**src/rtl/spi_flash_responder.sv**
```systemverilog
// SPI flash read responder: 0x03 single-bit and 0x6B quad-output reads
// served from an external byte store, all SPI inputs synchronised to clk.
module spi_flash_responder #(
  parameter int MEM_ADDR_BITS = 12,
  parameter int DUMMY_CYCLES  = 8
) (
  input  logic                     clk,
  input  logic                     rst_n,
  input  logic                     spi_cs_n,
  input  logic                     spi_sclk,
  input  logic [3:0]               spi_io_in,
  output logic [3:0]               spi_io_out,
  output logic [3:0]               spi_io_oe,
  output logic [MEM_ADDR_BITS-1:0] rom_addr,
  input  logic [7:0]               rom_data,
  output logic                     busy
);

  typedef enum logic [2:0] {
    S_IDLE,
    S_CMD,
    S_ADDR,
    S_DUMMY,
    S_DATA,
    S_IGNORE
  } state_e;

  localparam logic [7:0] CMD_READ = 8'h03;
  localparam logic [7:0] CMD_QUAD = 8'h6B;
  localparam logic [7:0] DUMMY_LAST = 8'(DUMMY_CYCLES - 1);
  localparam logic [MEM_ADDR_BITS-1:0] ADDR_ONE = MEM_ADDR_BITS'(1);

  logic       cs_s1_q, cs_s2_q;
  logic       sck_s1_q, sck_s2_q, sck_prev_q;
  logic [3:0] io_s1_q, io_s2_q;
  logic [1:0] vld_q;

  state_e state_q, state_d;
  logic [7:0]  cnt_q, cnt_d;
  logic [7:0]  cmd_q, cmd_d;
  logic [23:0] addr_q, addr_d;
  logic [7:0]  obuf_q, obuf_d;
  logic [3:0]  io_out_q, io_out_d;
  logic [3:0]  oe_q, oe_d;
  logic [MEM_ADDR_BITS-1:0] rom_addr_q, rom_addr_d;
  logic        armed_q, armed_d;

  logic rise, fall, quad, io0;
  logic unused_io;

  assign rise = sck_s2_q & ~sck_prev_q;
  assign fall = ~sck_s2_q & sck_prev_q;
  assign io0  = io_s2_q[0];
  assign quad = (cmd_q == CMD_QUAD);
  assign unused_io = ^io_s2_q[3:1];

  assign spi_io_out = io_out_q;
  assign spi_io_oe  = oe_q;
  assign rom_addr   = rom_addr_q;
  assign busy       = (state_q != S_IDLE);

  // Two-flop synchronisers plus edge history; vld marks real samples
  always_ff @(posedge clk) begin
    if (!rst_n) begin
      cs_s1_q    <= 1'b1;
      cs_s2_q    <= 1'b1;
      sck_s1_q   <= 1'b0;
      sck_s2_q   <= 1'b0;
      sck_prev_q <= 1'b0;
      io_s1_q    <= 4'h0;
      io_s2_q    <= 4'h0;
      vld_q      <= 2'b00;
    end else begin
      cs_s1_q    <= spi_cs_n;
      cs_s2_q    <= cs_s1_q;
      sck_s1_q   <= spi_sclk;
      sck_s2_q   <= sck_s1_q;
      sck_prev_q <= sck_s2_q;
      io_s1_q    <= spi_io_in;
      io_s2_q    <= io_s1_q;
      vld_q      <= {vld_q[0], 1'b1};
    end
  end

  // Protocol state and datapath registers
  always_ff @(posedge clk) begin
    if (!rst_n) begin
      state_q    <= S_IDLE;
      cnt_q      <= 8'd0;
      cmd_q      <= 8'd0;
      addr_q     <= 24'd0;
      obuf_q     <= 8'd0;
      io_out_q   <= 4'h0;
      oe_q       <= 4'h0;
      rom_addr_q <= '0;
      armed_q    <= 1'b0;
    end else begin
      state_q    <= state_d;
      cnt_q      <= cnt_d;
      cmd_q      <= cmd_d;
      addr_q     <= addr_d;
      obuf_q     <= obuf_d;
      io_out_q   <= io_out_d;
      oe_q       <= oe_d;
      rom_addr_q <= rom_addr_d;
      armed_q    <= armed_d;
    end
  end

  // Next state: CS release wins; a transaction only starts once
  // a genuine CS-high has been seen since reset
  always_comb begin
    state_d    = state_q;
    cnt_d      = cnt_q;
    cmd_d      = cmd_q;
    addr_d     = addr_q;
    obuf_d     = obuf_q;
    io_out_d   = io_out_q;
    oe_d       = oe_q;
    rom_addr_d = rom_addr_q;
    armed_d    = armed_q | (vld_q[1] & cs_s2_q);

    if (state_q != S_IDLE && cs_s2_q) begin
      state_d  = S_IDLE;
      cnt_d    = 8'd0;
      oe_d     = 4'h0;
      io_out_d = 4'h0;
    end else begin
      unique case (state_q)
        S_IDLE: begin
          oe_d     = 4'h0;
          io_out_d = 4'h0;
          if (armed_q && !cs_s2_q) begin
            state_d = S_CMD;
            cnt_d   = 8'd0;
            cmd_d   = 8'd0;
            addr_d  = 24'd0;
            obuf_d  = 8'd0;
          end
        end
        S_CMD: begin
          if (rise) begin
            cmd_d = {cmd_q[6:0], io0};
            cnt_d = cnt_q + 8'd1;
            if (cnt_q == 8'd7) begin
              cnt_d = 8'd0;
              if (cmd_d == CMD_READ || cmd_d == CMD_QUAD)
                state_d = S_ADDR;
              else
                state_d = S_IGNORE;
            end
          end
        end
        S_ADDR: begin
          if (rise) begin
            addr_d = {addr_q[22:0], io0};
            cnt_d  = cnt_q + 8'd1;
            if (cnt_q == 8'd23) begin
              cnt_d      = 8'd0;
              rom_addr_d = addr_d[MEM_ADDR_BITS-1:0];
              if (quad && DUMMY_CYCLES > 0)
                state_d = S_DUMMY;
              else
                state_d = S_DATA;
            end
          end
        end
        S_DUMMY: begin
          oe_d = 4'h0;
          if (rise) begin
            cnt_d = cnt_q + 8'd1;
            if (cnt_q == DUMMY_LAST) begin
              cnt_d   = 8'd0;
              state_d = S_DATA;
            end
          end
        end
        S_DATA: begin
          if (fall) begin
            if (cnt_q == 8'd0) begin
              rom_addr_d = rom_addr_q + ADDR_ONE;
              cnt_d      = 8'd1;
            end
            if (quad) begin
              oe_d = 4'hF;
              if (cnt_q == 8'd0) begin
                io_out_d = rom_data[7:4];
                obuf_d   = {rom_data[3:0], 4'h0};
              end else begin
                io_out_d = obuf_q[7:4];
                obuf_d   = {obuf_q[3:0], 4'h0};
                cnt_d    = 8'd0;
              end
            end else begin
              oe_d = 4'b0010;
              if (cnt_q == 8'd0) begin
                io_out_d = {2'b00, rom_data[7], 1'b0};
                obuf_d   = {rom_data[6:0], 1'b0};
              end else begin
                io_out_d = {2'b00, obuf_q[7], 1'b0};
                obuf_d   = {obuf_q[6:0], 1'b0};
                cnt_d    = (cnt_q == 8'd7) ? 8'd0
                                           : cnt_q + 8'd1;
              end
            end
          end
        end
        S_IGNORE: begin
          oe_d     = 4'h0;
          io_out_d = 4'h0;
        end
        default: begin
          state_d = S_IDLE;
        end
      endcase
    end
  end

endmodule

```
**config.mk**
```make
export PLATFORM = sky130hd
export DESIGN_NAME = spi_flash_responder
export DESIGN_NICKNAME = d
export VERILOG_FILES = /design/src/rtl/spi_flash_responder.sv
export SDC_FILE = /design/constraint.sdc
export NUM_CORES = 1
export LEC_CHECK = 0
export CORE_ASPECT_RATIO = 0.6
export CORE_MARGIN = 3
export CORE_UTILIZATION = 45
export CTS_CLUSTER_DIAMETER = 150
export DETAILED_ROUTE_END_ITERATION = 16
export PLACE_DENSITY_LB_ADDON = 0.3
export SLEW_MARGIN = 20
export SYNTH_ARGS = -nofsm -noshare
export SYNTH_HDL_FRONTEND = slang
export SYNTH_SLANG_ARGS = --single-unit
```
**constraint.sdc**
```tcl
create_clock -name clk -period 2.2 [get_ports clk]
set_input_delay 0.33 -clock clk [delete_from_list [all_inputs] [get_ports clk]]
set_output_delay 0.33 -clock clk [all_outputs]
set_load 0.005 [all_outputs]
```
==> flow_summary.ini <==
[logic_synthesis]
ys_seq_area_frac = 0.3811
synth_edf_count = 0
yosys_warnings = 0
synth_area_leaders = dfxtp_1 38%, nand2_1 7.0%, nor2b_1 4.2%
postSynth.asyncResetShare = 0
netlist_area_mm2 = 0.003415
synth_nets = 442
avgSynthCellArea_um2 = 8.072
synth_seq_cells = 65
synth_top_area_frac = 0.3811
synth.distinct_cells = 58
synth_top_area_cell = dfxtp_1
syn_inst = 423
synth_flop_cell = dfxtp_1

[pwr]
power_frac_seq = 0.416
p_clk_frac = 0.525
switchingPower_uw = 623.6
p_comb_frac = 0.058
leakagePower_uw = 0.001676
swShare = 0.2165
power_density_mw_per_mm2 = 653.7
p_int_uw = 2257
vdd_drop_max_uv = 343.8

[timing]
hold_viol_final = 0
min_period_ns = 2.155
maxSlewHeadroom = 0.6231
post-route-period-util = 0.9793
finClkSkew_ns = 0.008315
fmax_ghz = 0.4641
worstMarginPinSlew_ns = 0.5595
slew_violations = 0
setup_viol = 0

[placement]
dp_hpwl_um = 6181
gp_congestion = 0.9295
io_buffers = 33
dp.cells = 562
place_area_mm2 = 0.004018

[floorplanning]
core_mm2 = 0.006993
initial_core_util = 0.4883
die_area_mm2 = 0.008703
die_y_um = 73.48
fp.dieW_um = 118.5
fp-row-count = 23
ios = 37

[route]
drc = 0
viasPerCell = 5.676
ant_nets = 0
postRouteWirelength_um = 8813
wl_per_cell_um = 15.19
vias = 3292
first_pass_iters = 5
drt_iter0_markers = 503

[worst_setup_path]
crit_arrival_ns = 2.37
crit_chain = or4_4 -> or4b_4 -> nor2_8 -> o21a_4 -> o21ai_1 -> a32o_1
crit_type = reg -> reg
crit_fanout = 7
critPathCaptureType = flop
critPathSlowestCell = or4b_4
startpoint_type = flop
crit_required_ns = 2.42
max_stage_delay_ns = 0.56

[job]
cap_viol_max_count = 0

[clock_tree]
htreeDepth = 3
cts_buffers = 9
clk_pin_slew_worst_paths_ns = 0.05
clock_latency_ns = 0.33
cts_tree = yes
root_buffer = clkbuf_16
cts_buffer_depth = 2
cts_sinks = 65

[layout]
final_cells = 580
drive_above_1_share = 0.1583
antenna_cells = 0
stdcell_area_mm2 = 0.004407
nets = 494
area_growth_pct = 29.06

[grt]
grt_max_degree = 31
antenna_found_initial = 0
grt_pass1_vias = 3064
grt_pass1_wl_um = 14760
gr-usage-all-layers = 0.2098
grt-ovfl-total = 0

[outcome]
status = complete, no violations

[hold_path]
hold_path_class = reg -> reg
-- cell families (layout without fill, tap and decap cells) --
logic type               count (synthesis)  in the layout  share of synthesized area
AND/OR/NAND/NOR                        195            195                     0.2961
AO/OA/AOI/OAI                          114            114                     0.2334
adder cells (fa/ha/maj)                  3              3                    0.01099
buffers and inverters                   36             93                    0.04873
multiplexers                            10             10                    0.02968
flip-flops                              65             65                     0.3811
-- worst max-delay path, delay by kind of cell, from the launching register on --
kind,cells,cell delay [ns]
compound gates,3,0.50
flops,1,0.32
simple gates,3,1.23
-- through the flow --
| step | worst slack (ns) | hold WS, ns | power (uW) | util | setup TNS [ns] |
|---|---|---|---|---|---|
| detailed placement | 0.005621 | 0.4186 | 1384 | 0.5745 | 0 |
| global placement | 0.02161 | 0.4146 | 1382 | 0.5745 | 0 |
| floorplan | -0.04023 | 0.3577 | 1313 | - | -0.2533 |
| global route | -0.02766 | 0.4445 | 2974 | 0.6302 | -0.1062 |
| CTS | 0.004722 | 0.4306 | 2889 | 0.6225 | 0 |
| finish | 0.04544 | 0.4251 | 2881 | 0.6302 | 0 |
-- state kept, by name (all words and copies together), names as in the netlist, 2 cells and up --
register    count
rom_addr       12
addr_q         11
cmd_q           8
cnt_q           8
obuf_q          7
spi_io_out      4
state_q         3
spi_io_oe       2
vld_q           2
-- cell usage after synthesis, drive strengths merged (2+ instances only) --
master  number
a211oi       2
a21boi      17
a21oi       14
a22o         6
a22oi        5
a31oi        9
a32o         5
and2        10
and3         9
buf          7
clkbuf      21
dfxtp       65
ha           3
inv          8
mux2i        9
nand2       64
nand2b       8
nand3       27
nor2        27
nor2b       23
nor3         8
nor3b        2
nor4         3
nor4b        3
o211a        2
o211ai       4
o21a         3
o21ai       28
o22ai        3
o31ai        6
o41ai        2
or2          2
or3          2
or4          3
-- cells in the final DEF (no fill, tap or decap), types with 4 or more instances in the layout --
cell,instances
and3_1,9
o211ai_1,4
nand3_1,26
dfxtp_1,60
inv_1,8
o21ai_1,12
clkbuf_16,9
a21boi_0,13
and2_1,10
mux2i_1,8
a32o_1,5
a22o_1,6
o21ai_0,13
buf_4,34
clkdlybuf4s50_1,33
nor2b_1,23
a22oi_1,5
a31oi_1,9
nand2_1,64
nand2b_1,8
a21oi_1,13
nor2_1,25
nor3_1,8
o31ai_1,5
a21boi_1,4
dfxtp_2,5
-- per-layer routing --
metal / up-vias / global-route usage / share of wire
met3: 13 / 0.07000 / 0.098
li1: 1626 / - / -
met1: 1509 / 0.2929 / 0.48
met5: - / 0 / 0
met2: 144 / 0.3049 / 0.41
met4: 0 / 0.07060 / 0.014
-- power by group through the flow --
stage          Combinational (uW)  Clock [uW]  Sequential (uW)
4_1_cts                       161        1530             1200
3_5_place_dp                  160           0             1220
6_report                      168        1510             1200
5_1_grt                       185        1590             1200
3_3_place_gp                  158           0             1220
2_1_floorplan                94.4           0             1220
-- cell type report --
cell class,count,area (um2)
fill,602,2586
multi-input combinational,322,2014
sequential,65,1308
timing repair buffer,69,616.8
clock buffer,11,232.7
tap,100,125.1
clock inverter,5,80.08
inverter,8,30.03
-- worst paths after layout --
kind | from | endpoint | slack [ns] | cells past startpoint
worst max-delay path | cnt_q[5] | rom_addr[2] | 0.05 | 6
worst min register to register | cs_s1_q | cs_s2_q | 0.43 | 1
worst min-delay path | cs_s1_q | cs_s2_q | 0.43 | 1
worst max register to register | cnt_q[5] | rom_addr[2] | 0.05 | 6
-- timing repair --
action / in CTS / in global routing
setup endpoints to repair: 4 / 21
hold buffers: 0 / 0
buffers inserted: 2 / 0
gates resized for setup: 2 / 17
pin swaps: 4 / 8
Power figures use the tool's default switching activity.
